File: src/rtl/axis_width_downsizer_if.sv
// rtl/axis_width_downsizer_if.sv - AXI-Stream beat bundle (tdata/tvalid/tready/tlast)
interface axis_width_downsizer_if #(
    parameter int BYTES = 1
);
    logic [BYTES*8-1:0] tdata;
    logic               tvalid;
    logic               tready;
    logic               tlast;

    modport master (output tdata, output tvalid, output tlast, input tready);
    modport slave  (input tdata, input tvalid, input tlast, output tready);
endinterface

File: src/rtl/axis_width_downsizer.sv
// rtl/axis_width_downsizer.sv - splits each wide AXIS beat into RATIO narrow beats
module axis_width_downsizer #(
    parameter int AXIS_I_BYTES = 4,
    parameter int AXIS_O_BYTES = 1,
    parameter bit MSB_FIRST    = 1'b0
) (
    input  logic                   clk,
    input  logic                   sresetn,
    axis_width_downsizer_if.slave  axis_i,
    axis_width_downsizer_if.master axis_o
);
    localparam int RATIO = AXIS_I_BYTES / AXIS_O_BYTES;
    localparam int IDX_W = (RATIO > 1) ? $clog2(RATIO) : 1;
    localparam int W     = AXIS_O_BYTES * 8;
    localparam logic [IDX_W-1:0] LAST_IDX = IDX_W'(RATIO - 1);

    if ((AXIS_I_BYTES % AXIS_O_BYTES) != 0 || RATIO < 1) begin : g_bad_ratio
        $error("AXIS_I_BYTES must be a positive integer multiple of AXIS_O_BYTES");
    end

    logic [AXIS_I_BYTES*8-1:0] held_data;
    logic                      held_last;
    logic                      held_valid;
    logic [IDX_W-1:0]          idx;

    logic                      last_chunk;
    logic                      in_ready;
    logic                      in_fire;
    logic                      out_fire;
    logic [IDX_W-1:0]          sel;
    logic [W-1:0]              chunks [RATIO];

    for (genvar k = 0; k < RATIO; k++) begin : g_chunk
        assign chunks[k] = held_data[k*W +: W];
    end

    // Ready depends only on registered state and downstream ready, never on input valid.
    always_comb begin
        last_chunk = (idx == LAST_IDX);
        in_ready   = !held_valid || (axis_o.tready && last_chunk);
        in_fire    = axis_i.tvalid && in_ready;
        out_fire   = held_valid && axis_o.tready;
    end

    always_ff @(posedge clk) begin
        if (!sresetn) begin
            held_valid <= 1'b0;
            held_last  <= 1'b0;
            idx        <= '0;
        end else if (in_fire) begin
            held_data  <= axis_i.tdata;
            held_last  <= axis_i.tlast;
            held_valid <= 1'b1;
            idx        <= '0;
        end else if (out_fire) begin
            if (last_chunk) begin
                held_valid <= 1'b0;
                idx        <= '0;
            end else begin
                idx <= idx + 1'b1;
            end
        end
    end

    always_comb begin
        sel           = MSB_FIRST ? (LAST_IDX - idx) : idx;
        axis_i.tready = in_ready;
        axis_o.tvalid = held_valid;
        axis_o.tdata  = chunks[sel];
        axis_o.tlast  = held_valid && held_last && last_chunk;
    end
endmodule

File: src/flat_wrapper.sv
// flat-port wrapper written by rule: the top's interface ports become plain ports
module axis_width_downsizer_flat 
#(
    parameter int AXIS_I_BYTES = 4,
    parameter int AXIS_O_BYTES = 1,
    parameter bit MSB_FIRST    = 1'b0
)
  (clk, sresetn, axis_i_tdata, axis_i_tvalid, axis_i_tlast, axis_i_tready, axis_o_tdata, axis_o_tvalid, axis_o_tlast, axis_o_tready);
  axis_width_downsizer_if #(.BYTES(4)) axis_i_i ();
  axis_width_downsizer_if #(.BYTES(1)) axis_o_i ();
  input  logic clk;
  input  logic sresetn;
  input wire logic [$bits(axis_i_i.tdata)-1:0] axis_i_tdata;
  input wire logic [$bits(axis_i_i.tvalid)-1:0] axis_i_tvalid;
  input wire logic [$bits(axis_i_i.tlast)-1:0] axis_i_tlast;
  output wire logic [$bits(axis_i_i.tready)-1:0] axis_i_tready;
  output wire logic [$bits(axis_o_i.tdata)-1:0] axis_o_tdata;
  output wire logic [$bits(axis_o_i.tvalid)-1:0] axis_o_tvalid;
  output wire logic [$bits(axis_o_i.tlast)-1:0] axis_o_tlast;
  input wire logic [$bits(axis_o_i.tready)-1:0] axis_o_tready;
  assign axis_i_i.tdata = axis_i_tdata;
  assign axis_i_i.tvalid = axis_i_tvalid;
  assign axis_i_i.tlast = axis_i_tlast;
  assign axis_i_tready = axis_i_i.tready;
  assign axis_o_tdata = axis_o_i.tdata;
  assign axis_o_tvalid = axis_o_i.tvalid;
  assign axis_o_tlast = axis_o_i.tlast;
  assign axis_o_i.tready = axis_o_tready;
  axis_width_downsizer #(.AXIS_I_BYTES(AXIS_I_BYTES), .AXIS_O_BYTES(AXIS_O_BYTES), .MSB_FIRST(MSB_FIRST)) u_core (.clk(clk), .sresetn(sresetn), .axis_i(axis_i_i), .axis_o(axis_o_i));
endmodule
File: config.mk
export PLATFORM = sky130hd
export DESIGN_NAME = axis_width_downsizer_flat
export DESIGN_NICKNAME = d
export VERILOG_FILES = /design/src/rtl/axis_width_downsizer_if.sv /design/src/rtl/axis_width_downsizer.sv /design/src/flat_wrapper.sv
export SDC_FILE = /design/constraint.sdc
export NUM_CORES = 1
export LEC_CHECK = 0
export BUFFER_PORTS_ARGS = -buffer_cell sky130_fd_sc_hd__buf_2
export CAP_MARGIN = 30
export CORE_ASPECT_RATIO = 1.2
export CORE_MARGIN = 2
export CORE_UTILIZATION = 43
export DETAILED_ROUTE_END_ITERATION = 12
export PLACE_DENSITY_LB_ADDON = 0.05
export SLEW_MARGIN = 20
export SYNTH_ARGS = -nofsm -noshare
export SYNTH_HDL_FRONTEND = slang
export SYNTH_SLANG_ARGS = --single-unit
File: constraint.sdc
create_clock -name clk -period 1.87 [get_ports clk]
set_input_delay 0.374 -clock clk [delete_from_list [all_inputs] [get_ports clk]]
set_output_delay 0.374 -clock clk [all_outputs]
set_load 0.02 [all_outputs]
== Word level (Yosys, flattened, before mapping) ==
Cells that the tools add are included.

* Add/subtract/negate cells: 1
* Magnitude comparators: 1
* Equality and inequality tests: 1
* Multiplexer cells: 7
* Bitwise logic cells: 2
* Reductions and logical operators: 12

{| class="wikitable"
|+ Operators with widths
! operator !! number
|-
| $bmux W8 S2 || 1
|-
| $mux W8 || 2
|-
| $logic_and A1 B1 Y1 || 5
|-
| $reduce_and A2 Y1 || 2
|-
| $reduce_bool A2 Y1 || 2
|-
| $ge A3 B3 Y1 const B || 1
|-
| $mux W1 || 3
|-
| $not A2 Y3 || 1
|-
| $add A2 B1 Y2 const B || 1
|-
| $eq A2 B2 Y1 const B || 1
|-
| $mux W2 || 1
|-
| $reduce_or A2 Y1 || 1
|-
| $logic_not A1 Y1 || 1
|-
| $logic_or A1 B1 Y1 || 1
|-
| $not A1 Y1 || 1
|}

* Bits in registers: 36
* Input port bits: 37

== Depth between registers and ports, before layout ==
* Depth in word-level cells: 6
* Depth in mapped cells: 4
* Depth with buffers taken out: 4

== Least setup slack after synthesis ==
No wires, ideal clock.

* Kind: flip-flop to flip-flop
* Start point: register u_core.idx[0]
* End point: register u_core.held_data[0] (enable)
* Setup time: 0.392 ns
* Arrival: 1.653 ns
* Data required time: 1.478 ns
* Slack: -0.175 ns
* Stages on the path, launching flop included: 5
* Buffers on the path: 0
* Cells stage by stage: dfxtp_1 ha_1 a21boi_1 nor2b_1 and2_1

* Word-level cells in the longest chain between the ends: 5

{| class="wikitable"
|+ RTL lines
! item !! line !! RTL
|-
| from (decl) || axis_width_downsizer.sv:24 || <nowiki>logic [IDX_W-1:0] idx;</nowiki>
|-
| from (signal assigned) || axis_width_downsizer.sv:60 || <nowiki>idx <= idx + 1'b1;</nowiki>
|-
| $eq A2 B2 Y1 || axis_width_downsizer.sv:39 || <nowiki>last_chunk = (idx == LAST_IDX);</nowiki>
|-
| $logic_and A1 B1 Y1 || axis_width_downsizer.sv:40 || <nowiki>in_ready = !held_valid || (axis_o.tready && last_chunk);</nowiki>
|-
| $logic_or A1 B1 Y1 || axis_width_downsizer.sv:40 ||
|-
| $logic_and A1 B1 Y1 || axis_width_downsizer.sv:41 || <nowiki>in_fire = axis_i.tvalid && in_ready;</nowiki>
|-
| $reduce_and A2 Y1 (no source line) || n/a ||
|-
| to (signal assigned) || axis_width_downsizer.sv:51 || <nowiki>held_data <= axis_i.tdata;</nowiki>
|-
| to (decl) || axis_width_downsizer.sv:21 || <nowiki>logic [AXIS_I_BYTES*8-1:0] held_data;</nowiki>
|}

Every way passes these cells.
A chain may end at the register's enable or synchronous reset.

== Worst setup path after layout ==
* Start point: register u_core.idx[0]
* End point: output port axis_o_tdata[6]

* Word-level cells in the longest chain between the ends: 4

{| class="wikitable"
|+ RTL lines
! item !! line !! RTL
|-
| $not A2 Y3 (implied by the code) || axis_width_downsizer.sv:69 || <nowiki>axis_o.tdata = chunks[sel];</nowiki>
|-
| $bmux W8 S2 || axis_width_downsizer.sv:69 ||
|-
| $mux W8 (implied by the code) (2 in a row) || axis_width_downsizer.sv:69 ||
|-
| to (decl) || flat_wrapper.sv:17 || <nowiki>output wire logic [$bits(axis_o_i.tdata)-1:0] axis_o_tdata;</nowiki>
|}

Every way passes these cells. The select of a mux whose other input is x is not followed.

==> flow_summary.yaml <==
clock_network:
  htreeDepth: 2
  cts_buffer_depth: 2
  cts_buffers: 5
  cts_tree: "yes"
  clockRootBuffer: "clkbuf_4"
  clk_pin_slew_ns: 0.10
  clock_latency_ns: 0.32
  clkSinkCount: 36
  cts_setup_buffers: 0
  ctsHoldBuffers: 0
sta:
  fin_crit_ns: 1.89
  worstMarginPinSlew_ns: 0.242
  setup_ws_ns: -0.0171
  fin_crit_sh_pct: 101
  setup_viol: 3
  finClkSkew_ns: 0.00507
  timing.fmax_ghz: 0.530
  final_hold_viol_count: 0
  drv_slew: 0
  rsz0062_at_grt: "true"
  maxSlewHeadroom_pct: 83.9
drt:
  drtPass1Iterations: 5
  via_count: 787
  ant_nets: 0
  drt_wl_total_um: 2330
  drc: 0
  wl_per_cell_um: 14.8
  drt_iter0_drc: 22
  vias_per_cell: 4.98
place:
  gp_congestion: 0.702
  dp_slack_ns: 0.217
  numPortBuffers: 47
  placed_cell_area_um2: 1700
global_routing:
  overflow: 0
  globalRouteTotalUtil_pct: 14.7
  grt_start_max_net_pins: 21
  grt_pass1_vias: 808
  antenna_found_initial: 0
  grt_pass1_wl_um: 3800
cells_and_area:
  drive_above_1_share_pct: 56.6
  antenna_cells: 0
  finalInstanceArea_um2: 1780
  finalNetCount: 160
  syn_to_final_growth_pct: 27.7
  n_fill_cell: 270
worst_setup_path:
  cp_max_fo: 5
  critPathLaunchType: "flip-flop"
  arrival_ns: 1.51
  crit_path_end_kind: "output pin"
  worst_ep_required_time_ns: 1.50
  path_class: "reg -> out"
power_and_ir_drop:
  power_density_nw_per_um2: 820
  vdd.ir_drop.worst_v: 0.000562
  p_leak_nw: 0.697
synthesis:
  synth_top_area_share_pct: 69.1
  syn_area_per_cell_um2: 21.7
  ys_ff_latch: 36
  yosysUniqueCellTypes: 19
  yosysWarnings: 0
  ys_seq_area_share_pct: 74.9
  yosys.area.top_type: "edfxtp_1"
  syn_nets: 102
  synth_cells: 64
  syn_area_um2: 1390
  ys_top_cells_by_area: "edfxtp_1, mux4_1, dfxtp_1, mux2i_1, ha_1"
floorplan:
  die_height_um: 66.3
  ioPinCount: 48
  num_rows: 22
  die_area_um2: 3710
  coreArea_um2: 3080
  die_w_um: 55.9
  initial_core_util_pct: 45.1
flow_run:
  drv_cap: 0
run_status:
  violations: "setup timing"
  outcome: "finished with violations"
hold_path:
  worst_hold_path_type: "in -> reg"
stage by stage:
step | TNS [ns] | hold slack, ns | utilization [%] | cells | power [W]
finish | -0.0242 | 0.219 | 57.6 | 158 | 0.00146
global route | -0.522 | 0.181 | 57.6 | 158 | 0.00153
CTS | -0.269 | 0.195 | 57.6 | 158 | 0.00148
detailed placement | 0 | 0.461 | 55.2 | 151 | 0.00108
global placement | 0 | 0.439 | 55.2 | 151 | 0.00108
floorplan | 0 | 0.430 | - | 64 | 0.00101
cell families (layout without fill, tap and decap cells):
group | count (synthesis) | after routing | share of synthesized area, %
mux | 10 | 10 | 16.6
compound gates | 4 | 4 | 1.89
fa+ha+maj | 1 | 1 | 0.900
buf+inv | 3 | 61 | 1.44
flops | 36 | 36 | 74.9
simple gates | 10 | 10 | 4.32
synthesized netlist by cell type (all sizes together):
library cell and number:
edfxtp 32, inv 1, buf 2, dfxtp 4, or2b 1, nor3b 1, nor2b 2, a31oi 1
a21boi 1, ha 1, and2 1, o21a 1, or3b 1, mux4 8, mux2i 2, nand2 3
and3 1, o21ai 1
registers in the layout, summed over array words and instances (netlist names):
register / count
u_core.axis_o.tvalid: 1
u_core.held_data: 32
u_core.held_last: 1
u_core.idx: 2
metal layers:
| layer | wire length (um) | track usage (%) | part of all wire [%] |
|---|---|---|---|
| met4 | 57 | 10.7 | 2.4 |
| met1 | 956 | 17.0 | 41 |
| met2 | 1170 | 23.4 | 50 |
| met5 | 0 | 0 | 0 |
| met3 | 146 | 4.50 | 6.3 |
area by class of cell:
class                   instances  area, um2  area share [%]
flip-flops and latches         36       1040            58.7
repair buffers                 53        338            19.0
multi-input cells              25        300            16.9
well taps                      36       45.0            2.54
clock buffers                   6       41.3            2.33
clock inverters                 1       5.00           0.282
inverters                       1       3.75           0.211
final timing paths:
check	startpoint	endpoint	slack [ns]	depth (start not counted)
worst max-delay path	u_core.idx[0]	axis_o_tdata[6]	-0.02	3
worst min-delay path	axis_i_tdata[25]	u_core.held_data[25]	0.22	1
worst max register to register	u_core.idx[0]	u_core.held_data[4]	0.30	5
worst min register to register	u_core.held_last	u_core.held_last	0.47	2
power by group:
group | leakage [nW] | switching [W] | internal, W | total (W)
combinational | 0.340 | 0.0000735 | 0.0000922 | 0.000166
clock | 0.0281 | 0.000229 | 0.000138 | 0.000367
sequential | 0.329 | 0.0000114 | 0.000911 | 0.000923
total | 0.697 | 0.000313 | 0.00114 | 0.00146
placed cells by master, fill, tap and decap left out, drive strengths merged, types with 2 or more instances in the layout:
| cell | Yosys | routed |
|---|---|---|
| buf | 2 | 53 |
| edfxtp | 32 | 32 |
| mux4 | 8 | 8 |
| clkbuf | 0 | 6 |
| dfxtp | 4 | 4 |
| nand2 | 3 | 3 |
| nor2b | 2 | 2 |
| mux2i | 2 | 2 |
critical path, stage by stage (launching register included):
cell and delay (ns):
dfxtp_2 0.37, buf_6 0.14, mux4_2 0.52, buf_6 0.15
repair_timing:
item                                    CTS  global route
cloned                                    0             0
endpoints found under the setup margin    8             8
resized for setup                        27             0
Power figures use the tool's default switching activity.
